$ cat config.mk
export PLATFORM = sky130hd
export DESIGN_NAME = pc_sequencer
export DESIGN_NICKNAME = d
export VERILOG_FILES = /design/src/rtl/mips_pc_pkg.sv /design/src/rtl/pc_target_calc.sv /design/src/rtl/pc_sequencer.sv
export SDC_FILE = /design/constraint.sdc
export NUM_CORES = 1
export LEC_CHECK = 0
export CAP_MARGIN = 20
export CORE_MARGIN = 5
export CORE_UTILIZATION = 40
export DETAILED_ROUTE_END_ITERATION = 16
export PLACE_DENSITY = 0.66
export REMOVE_ABC_BUFFERS = 1
export SETUP_SLACK_MARGIN = 0.5
export SYNTH_ARGS = -nofsm -noshare
export SYNTH_HDL_FRONTEND = slang
export SYNTH_SLANG_ARGS = --single-unit
export TNS_END_PERCENT = 5
$ cat constraint.sdc
create_clock -name clk -period 11.2 [get_ports clk]
set_input_delay 2.24 -clock clk [delete_from_list [all_inputs] [get_ports clk]]
set_output_delay 2.24 -clock clk [all_outputs]
set_load 0.05 [all_outputs]
$ cat src/rtl/mips_pc_pkg.sv
// Shared definitions for the MIPS program-counter sequencer: PC width,
// reset address default and the sequencer state encoding.
package mips_pc_pkg;
  localparam int unsigned PC_W = 32;
  localparam logic [PC_W-1:0] RESET_PC_DEFAULT = 32'h0000_0000;

  typedef enum logic [1:0] {
    BOOT = 2'd0,
    RUN  = 2'd1,
    HOLD = 2'd2
  } seq_state_e;
endpackage

$ cat src/rtl/pc_target_calc.sv
// Redirect target formation: jump concatenation and word-offset branch target,
// both relative to the sequential address pc+4.
module pc_target_calc
  import mips_pc_pkg::*;
(
  input  logic [PC_W-1:0] pc_plus4,
  input  logic [25:0]     jump_index,
  input  logic [PC_W-1:0] branch_offset,
  output logic [PC_W-1:0] jump_target,
  output logic [PC_W-1:0] branch_target
);
  always_comb begin
    jump_target   = {pc_plus4[31:28], jump_index, 2'b00};
    // Top two offset bits fall off the shift; carry out of the add is dropped.
    branch_target = pc_plus4 + {branch_offset[PC_W-3:0], 2'b00};
  end
endmodule

$ cat src/rtl/pc_sequencer.sv
// Architectural PC register with a valid/ready fetch port and a one-entry
// buffer for a jump/branch redirect that arrives while fetch is stalled.
module pc_sequencer
  import mips_pc_pkg::*;
#(
  parameter logic [PC_W-1:0] RESET_PC = RESET_PC_DEFAULT
) (
  input  logic            clk,
  input  logic            rst_n,
  output logic            fetch_valid,
  input  logic            fetch_ready,
  input  logic            stall,
  output logic [PC_W-1:0] pc,
  output logic [PC_W-1:0] pc_plus4,
  input  logic            jump_en,
  input  logic [25:0]     jump_index,
  input  logic            branch_en,
  input  logic [PC_W-1:0] branch_offset,
  output logic            redirect_pending,
  output logic [PC_W-1:0] fetch_count
);
  seq_state_e      state;
  logic [PC_W-1:0] pend_target;
  logic [PC_W-1:0] jump_target;
  logic [PC_W-1:0] branch_target;
  logic [PC_W-1:0] pc_next;
  logic            done;

  always_comb begin
    pc_plus4 = pc + 32'd4;
  end

  pc_target_calc u_target_calc (
    .pc_plus4      (pc_plus4),
    .jump_index    (jump_index),
    .branch_offset (branch_offset),
    .jump_target   (jump_target),
    .branch_target (branch_target)
  );

  always_comb begin
    done = fetch_valid && fetch_ready && !stall;
  end

  // Live redirects outrank the buffered one; the buffer outranks sequential.
  always_comb begin
    pc_next = pc_plus4;
    if (jump_en)               pc_next = jump_target;
    else if (branch_en)        pc_next = branch_target;
    else if (redirect_pending) pc_next = pend_target;
  end

  always_ff @(posedge clk or negedge rst_n) begin
    if (!rst_n) begin
      state            <= BOOT;
      fetch_valid      <= 1'b0;
      pc               <= RESET_PC;
      pend_target      <= '0;
      redirect_pending <= 1'b0;
      fetch_count      <= '0;
    end else begin
      case (state)
        BOOT: begin
          state       <= RUN;
          fetch_valid <= 1'b1;
        end
        RUN, HOLD: begin
          state       <= done ? RUN : HOLD;
          fetch_valid <= 1'b1;
        end
        default: begin
          state       <= BOOT;
          fetch_valid <= 1'b0;
        end
      endcase

      if (done) begin
        pc               <= pc_next;
        fetch_count      <= fetch_count + 32'd1;
        redirect_pending <= 1'b0;
      end else if (jump_en) begin
        pend_target      <= jump_target;
        redirect_pending <= 1'b1;
      end else if (branch_en) begin
        pend_target      <= branch_target;
        redirect_pending <= 1'b1;
      end
    end
  end
endmodule

Word level (Yosys, flattened, before mapping)
Cells that the tools add are included.
- logic and storage cells: 32
- bits in registers: 100
- input bits: 64
- output and inout port bits: 98
- mux-type cells: 11
- bitwise operators: 1
- eq/ne operators: 2
- add/sub/neg operators: 3
- reduce and logical (&&, ||, !) cells: 9
- operators by type and width (cell ; number):
    $mux W32 ; 5
    $add A32 B1 Y32 const B ; 1
    $add A32 B3 Y32 const B ; 1
    $add A32 B32 Y32 ; 1
    $mux W1 ; 4
    $pmux W2 S2 ; 1
    $reduce_bool A3 Y1 ; 1
    $reduce_or A3 Y1 ; 1
    $eq A2 B1 Y1 const B ; 1
    $eq A2 B2 Y1 const B ; 1
    $logic_and A1 B1 Y1 ; 2
    $logic_not A2 Y1 ; 1
    $mux W2 ; 1
    $reduce_and A2 Y1 ; 1
    $reduce_bool A2 Y1 ; 1
    $reduce_or A2 Y1 ; 1
    $logic_not A1 Y1 ; 1
    $not A1 Y1 ; 1

Depth between registers and ports, before layout
- word-level depth: 4
- depth in mapped cells: 17
- mapped depth without buffers: 16

Hierarchy
From an unflattened synthesis, not the netlist that was laid out.
- cell total of the unflattened synthesis: 956
- area total of the unflattened synthesis: 8186.6 um2
- modules (own cells, without submodules) (module ; seq. area each (um2) ; instances ; area each (um2) ; cells each):
    pc_sequencer ; 2502.4 ; 1 ; 6178.4 ; 686
    pc_target_calc ; 0.0 ; 1 ; 2008.2 ; 270

Worst setup path before layout
No wires, ideal clock.
- kind: register -> register
- from: reg pc[2]
- to: reg pc[31]
- data required time: 11.118 ns
- library setup time: 0.082 ns
- slack: 6.056 ns
- path buffers: 1
- data arrival time: 5.062 ns
- period minus slack after synthesis: 5.144 ns
- stages on the path, launching flop included: 16
- path through: dfrtp_1 ha_1 inv_1 or4_4 nor2_1 nand3_1 xnor2_1 ha_1 clkbuf_1 a21oi_1 o21bai_1 or4_4 a211oi_4 o31ai_2 or4_1 a31oi_1
- longest elaborated chain between the ends: 4
- elaborated cells between the ends (all ways): 5
- classes of those cells: add/sub: 2; mux: 3
- RTL lines (item ; RTL line ; source):
    from (decl) ; pc_sequencer.sv:13 ; output logic [PC_W-1:0] pc,
    from (signal assigned) ; pc_sequencer.sv:78 ; pc <= pc_next;
    $add A32 B3 Y32 ; pc_sequencer.sv:30 ; pc_plus4 = pc + 32'd4;
    via pc_plus4[20] ; pc_sequencer.sv:14 ; output logic [PC_W-1:0] pc_plus4,
    $add A32 B32 Y32 ; pc_target_calc.sv:15 ; branch_target = pc_plus4 + {branch_offset[PC_W-3:0], 2'b00};
    $mux W32 ; pc_sequencer.sv:49 ; else if (branch_en) pc_next = branch_target;
    $mux W32 ; pc_sequencer.sv:48 ; if (jump_en) pc_next = jump_target;
The timed path passes the listed nets, and every way through them passes these cells.
A chain may end at the register's enable or synchronous reset.

Final worst setup path
- from: reg pc[2]
- to: out pc_plus4[20]
- longest elaborated chain between the ends: 1
- RTL lines (item ; RTL line):
    $add A32 B3 Y32 ; pc_sequencer.sv:30
    to (decl) ; pc_sequencer.sv:14
Every way passes these cells.

==> results.md <==
- Standard-cell rows: 49
- Nets: 1092
- Starting Density: 40.5%
- FF-to-FF Start: pc[2]$_DFFE_PN0P_
- Fillers: 1705
- Yosys warns: 0
- Outcome: finished, final reports clean
- Tcrit/Tclk final: 50.8%
- Hold Path Class: register to register
- Ys async rst share: 100%
- Levels on crit path: 7
- Final hold vios: 0
- Area grow syn2layout: 29.0%
- CTS Buf Count: 9
- Clock latency on the worst-skew pair: 0.36 ns
- RSZ-0062 raised after global routing: no
- Drt via density: 5.50
- Arr. time, crit path: 3.45 ns
- Post-CTS resize count: 0
- Clock skew: 0.00876 ns
- Crit path buf inv count: 2
- Initial antenna violation count: 0
- Most frequent cells in the layout: clkdlybuf4s50_1, nand2_1, dfrtp_1
- Reg power frac: 23.8%
- Worst-case clock buffer depth: 2
- Detailed Route WL: 21500 µm
- Final HPWL DP: 15200 µm
- Number of synthesized flops with an enable pin: 0
- Post-synth top area share: 34.7%
- Gate power share: 63.7%
- CP Data Required Time: 8.96 ns
- Hold EP: fetch_count[31]$_DFFE_PN0P_
- Top post-synthesis cells by area: dfrtp_1, ha_1, xnor2_1
- CTS clk-pin slew, worst paths: 0.08 ns
- Post-CTS setup buffers: 0
- Total GRT Usage: 21.2%
- Crit-path max cell delay: 0.90 ns
- Crit path from: pc[2]$_DFFE_PN0P_
- Max-slew violations: 0
- VDD IR max: 0.233 mV
- Leak: 4.01 nW
- Worst r2r dst: pc[31]$_DFFE_PN0P_
- Synthesized flop and latch total: 100
- Remaining DRCs: 0
- CP Capture Type: output pin
- Worst-Margin Slew: 1.08 ns
- First-pass GRT wire length: 35200 µm
- Hold_buf cts: 0
- Main synth FF type: dfrtp_1
- Worst hold margin: 0.476 ns
- Worst Path Max Fanout: 6
- Hold path depth: 1
- Clock power share: 12.6%
- CTS sink count: 100
- Vias post-DR: 6721
- Drt first-iter violations: 585
- Fmax achieved: 0.176 GHz
- Pin count of the biggest net entering global routing: 76
- Yosys top cell by area: dfrtp_1
- CTS tree: yes
- CTS Root Buffer Type: clkbuf_16
- Power per Cell Area: 273 nW/µm²
- Sw power: 1.31 mW
- TNS Setup: 0 ns
- Drt pass-1 iters: 5
- Commonest non-fill, non-tap cell in the layout: clkdlybuf4s50_1
- Min cycle time layout: 5.69 ns
- Die height: 144 µm
- CP Cell Sequence: ha_1 -> inv_1 -> or4_4 -> nor2_1 -> nand3_1 -> xnor2_1 -> clkdlybuf4s50_1
- Internal: 1.23 mW
- Worst path top cell family by delay: buffers and inverters
- PortBufs: 159
- R2R cell count: 14
- Netlist Area Pre-Place: 7220 µm²
- Synth Instances: 851
- Yosys cell types: 73
- Crit Path Class: register to output pin
- Share of cells above drive strength 1: 5.95%
- Vias in the first global route: 6637
- DIE WIDTH: 144 µm
- Register area share after synthesis: 34.7%
- Final RePlAce weighted congestion: 0.922
- Hold_sp: fetch_count[31]$_DFFE_PN0P_
- Startpoint Class: register
- Maxcap violations: 0
- Worst rel slew slack: 27.5%
- Core area: 17800 µm²
- Total grt overflow: 0
- Per-cell routed wire length: 17.6 µm
- Antenna-violating nets left: 0
- Flop2flop setup slack: 6.54 ns
- Sw Ratio: 51.6%
- I/O Pins: 162
- CP max stage cell: clkdlybuf4s50_1
- Final setup vio count: 0
- Diodes inserted: 0
- Die footprint: 20800 µm²
- H-tree Lvls: 3
- Syn_area_per_cell: 8.48 µm²
[area by class of cell]
| class | count | area (µm²) | share of cell area [%] |
|---|---|---|---|
| clock buffers | 9 | 225 | 2.42 |
| flip-flops and latches | 100 | 2500 | 26.9 |
| repair buffers | 169 | 1680 | 18.0 |
| multi-input cells | 690 | 4470 | 48.1 |
| well taps | 229 | 287 | 3.08 |
| clock inverters | 7 | 76.3 | 0.820 |
| inverters | 17 | 63.8 | 0.686 |
[state kept, by name (all words and copies together), names as in the netlist]
register,cells
pc,32
redirect_pending,1
fetch_count,32
pend_target,32
state,2
fetch_valid,1
[power groups by stage]
stage                     clock [mW]  sequential (mW)  combinational, mW
after floorplan                    0            0.799              0.939
after global placement             0            0.605               1.60
after detailed placement           0            0.609               1.61
after CTS                      0.327            0.603               1.62
after global routing           0.343            0.624               1.75
final                          0.320            0.605               1.62
[how the worst max path moves through the flow]
stage / endpoint / slack [ns]
finish: pc_plus4[20] / 5.51
global route: pc_plus4[28] / 5.34
CTS: pc_plus4[28] / 5.52
detailed placement: pc[30]$_DFFE_PN0P_ / 5.66
global placement: pc[30]$_DFFE_PN0P_ / 5.67
floorplan: pc[31]$_DFFE_PN0P_ / 6.14
[metrics by stage]
step / utilization, % / total power [mW] / area [µm²] / instances / worst slack [ns]
finish: 52.2 / 2.54 / 9310 / 1221 / 5.51
global route: 52.2 / 2.72 / 9310 / 1221 / 5.34
CTS: 52.0 / 2.55 / 9280 / 1220 / 5.52
detailed placement: 50.3 / 2.22 / 8980 / 1204 / 5.66
global placement: 50.3 / 2.20 / 8980 / 1204 / 5.67
floorplan: - / 1.74 / 7040 / 807 / 6.14
[synth_stat cells (3+ instances only)]
cell type / number
nand3_1: 26
a31o_2: 4
mux2i_1: 22
a211oi_1: 8
a221oi_1: 5
nor2_1: 87
dfrtp_1: 100
inv_1: 16
or2_2: 3
and3_1: 17
xor2_1: 27
ha_1: 40
and4_1: 3
nor3_1: 16
and2_1: 6
a21oi_1: 64
mux2_2: 4
xnor2_1: 53
nand3b_1: 3
o2111ai_1: 3
nand4_1: 15
buf_1: 5
nor2b_1: 14
nand2_1: 108
o21a_1: 7
o211ai_1: 8
clkbuf_1: 35
nand2b_1: 5
or3_1: 3
a311oi_1: 4
a31oi_1: 11
o31ai_1: 7
o21ai_0: 56
a21o_1: 16
[metal layers]
metal  GRT usage, %  up-vias  wire, µm
met5              0        -         0
met4           5.60        0       373
met3           3.11       28      1300
met2           33.8      214      9770
met1           30.1     3181     10000
li1               -     3298         -
[cells by family (layout without fill, tap and decap cells)]
kind of cell,count (synthesis),count (layout),share of synthesized area [%]
AOI/OAI and AO/OA,220,220,19.6
xor gates and xnor gates,82,82,10.2
adders and majority gates,41,41,7.21
buffers and inverters,61,202,3.40
DFF,100,100,34.7
muxes,26,26,3.68
and+or+nand+nor,321,321,21.3
[worst reg2reg max path, cell delays in order, from the launching register on]
cell	delay, ns
dfrtp_1	0.47
ha_1	0.25
inv_1	0.09
or4_4	0.60
nor2_1	0.22
nand3_1	0.16
xnor2_1	0.41
ha_1	0.43
a21oi_1	0.21
o21bai_1	0.10
or4_4	0.52
a211oi_4	0.32
o31ai_2	0.15
or4_1	0.49
a31oi_1	0.17
Note: power is estimated with default switching activity, not from simulation.
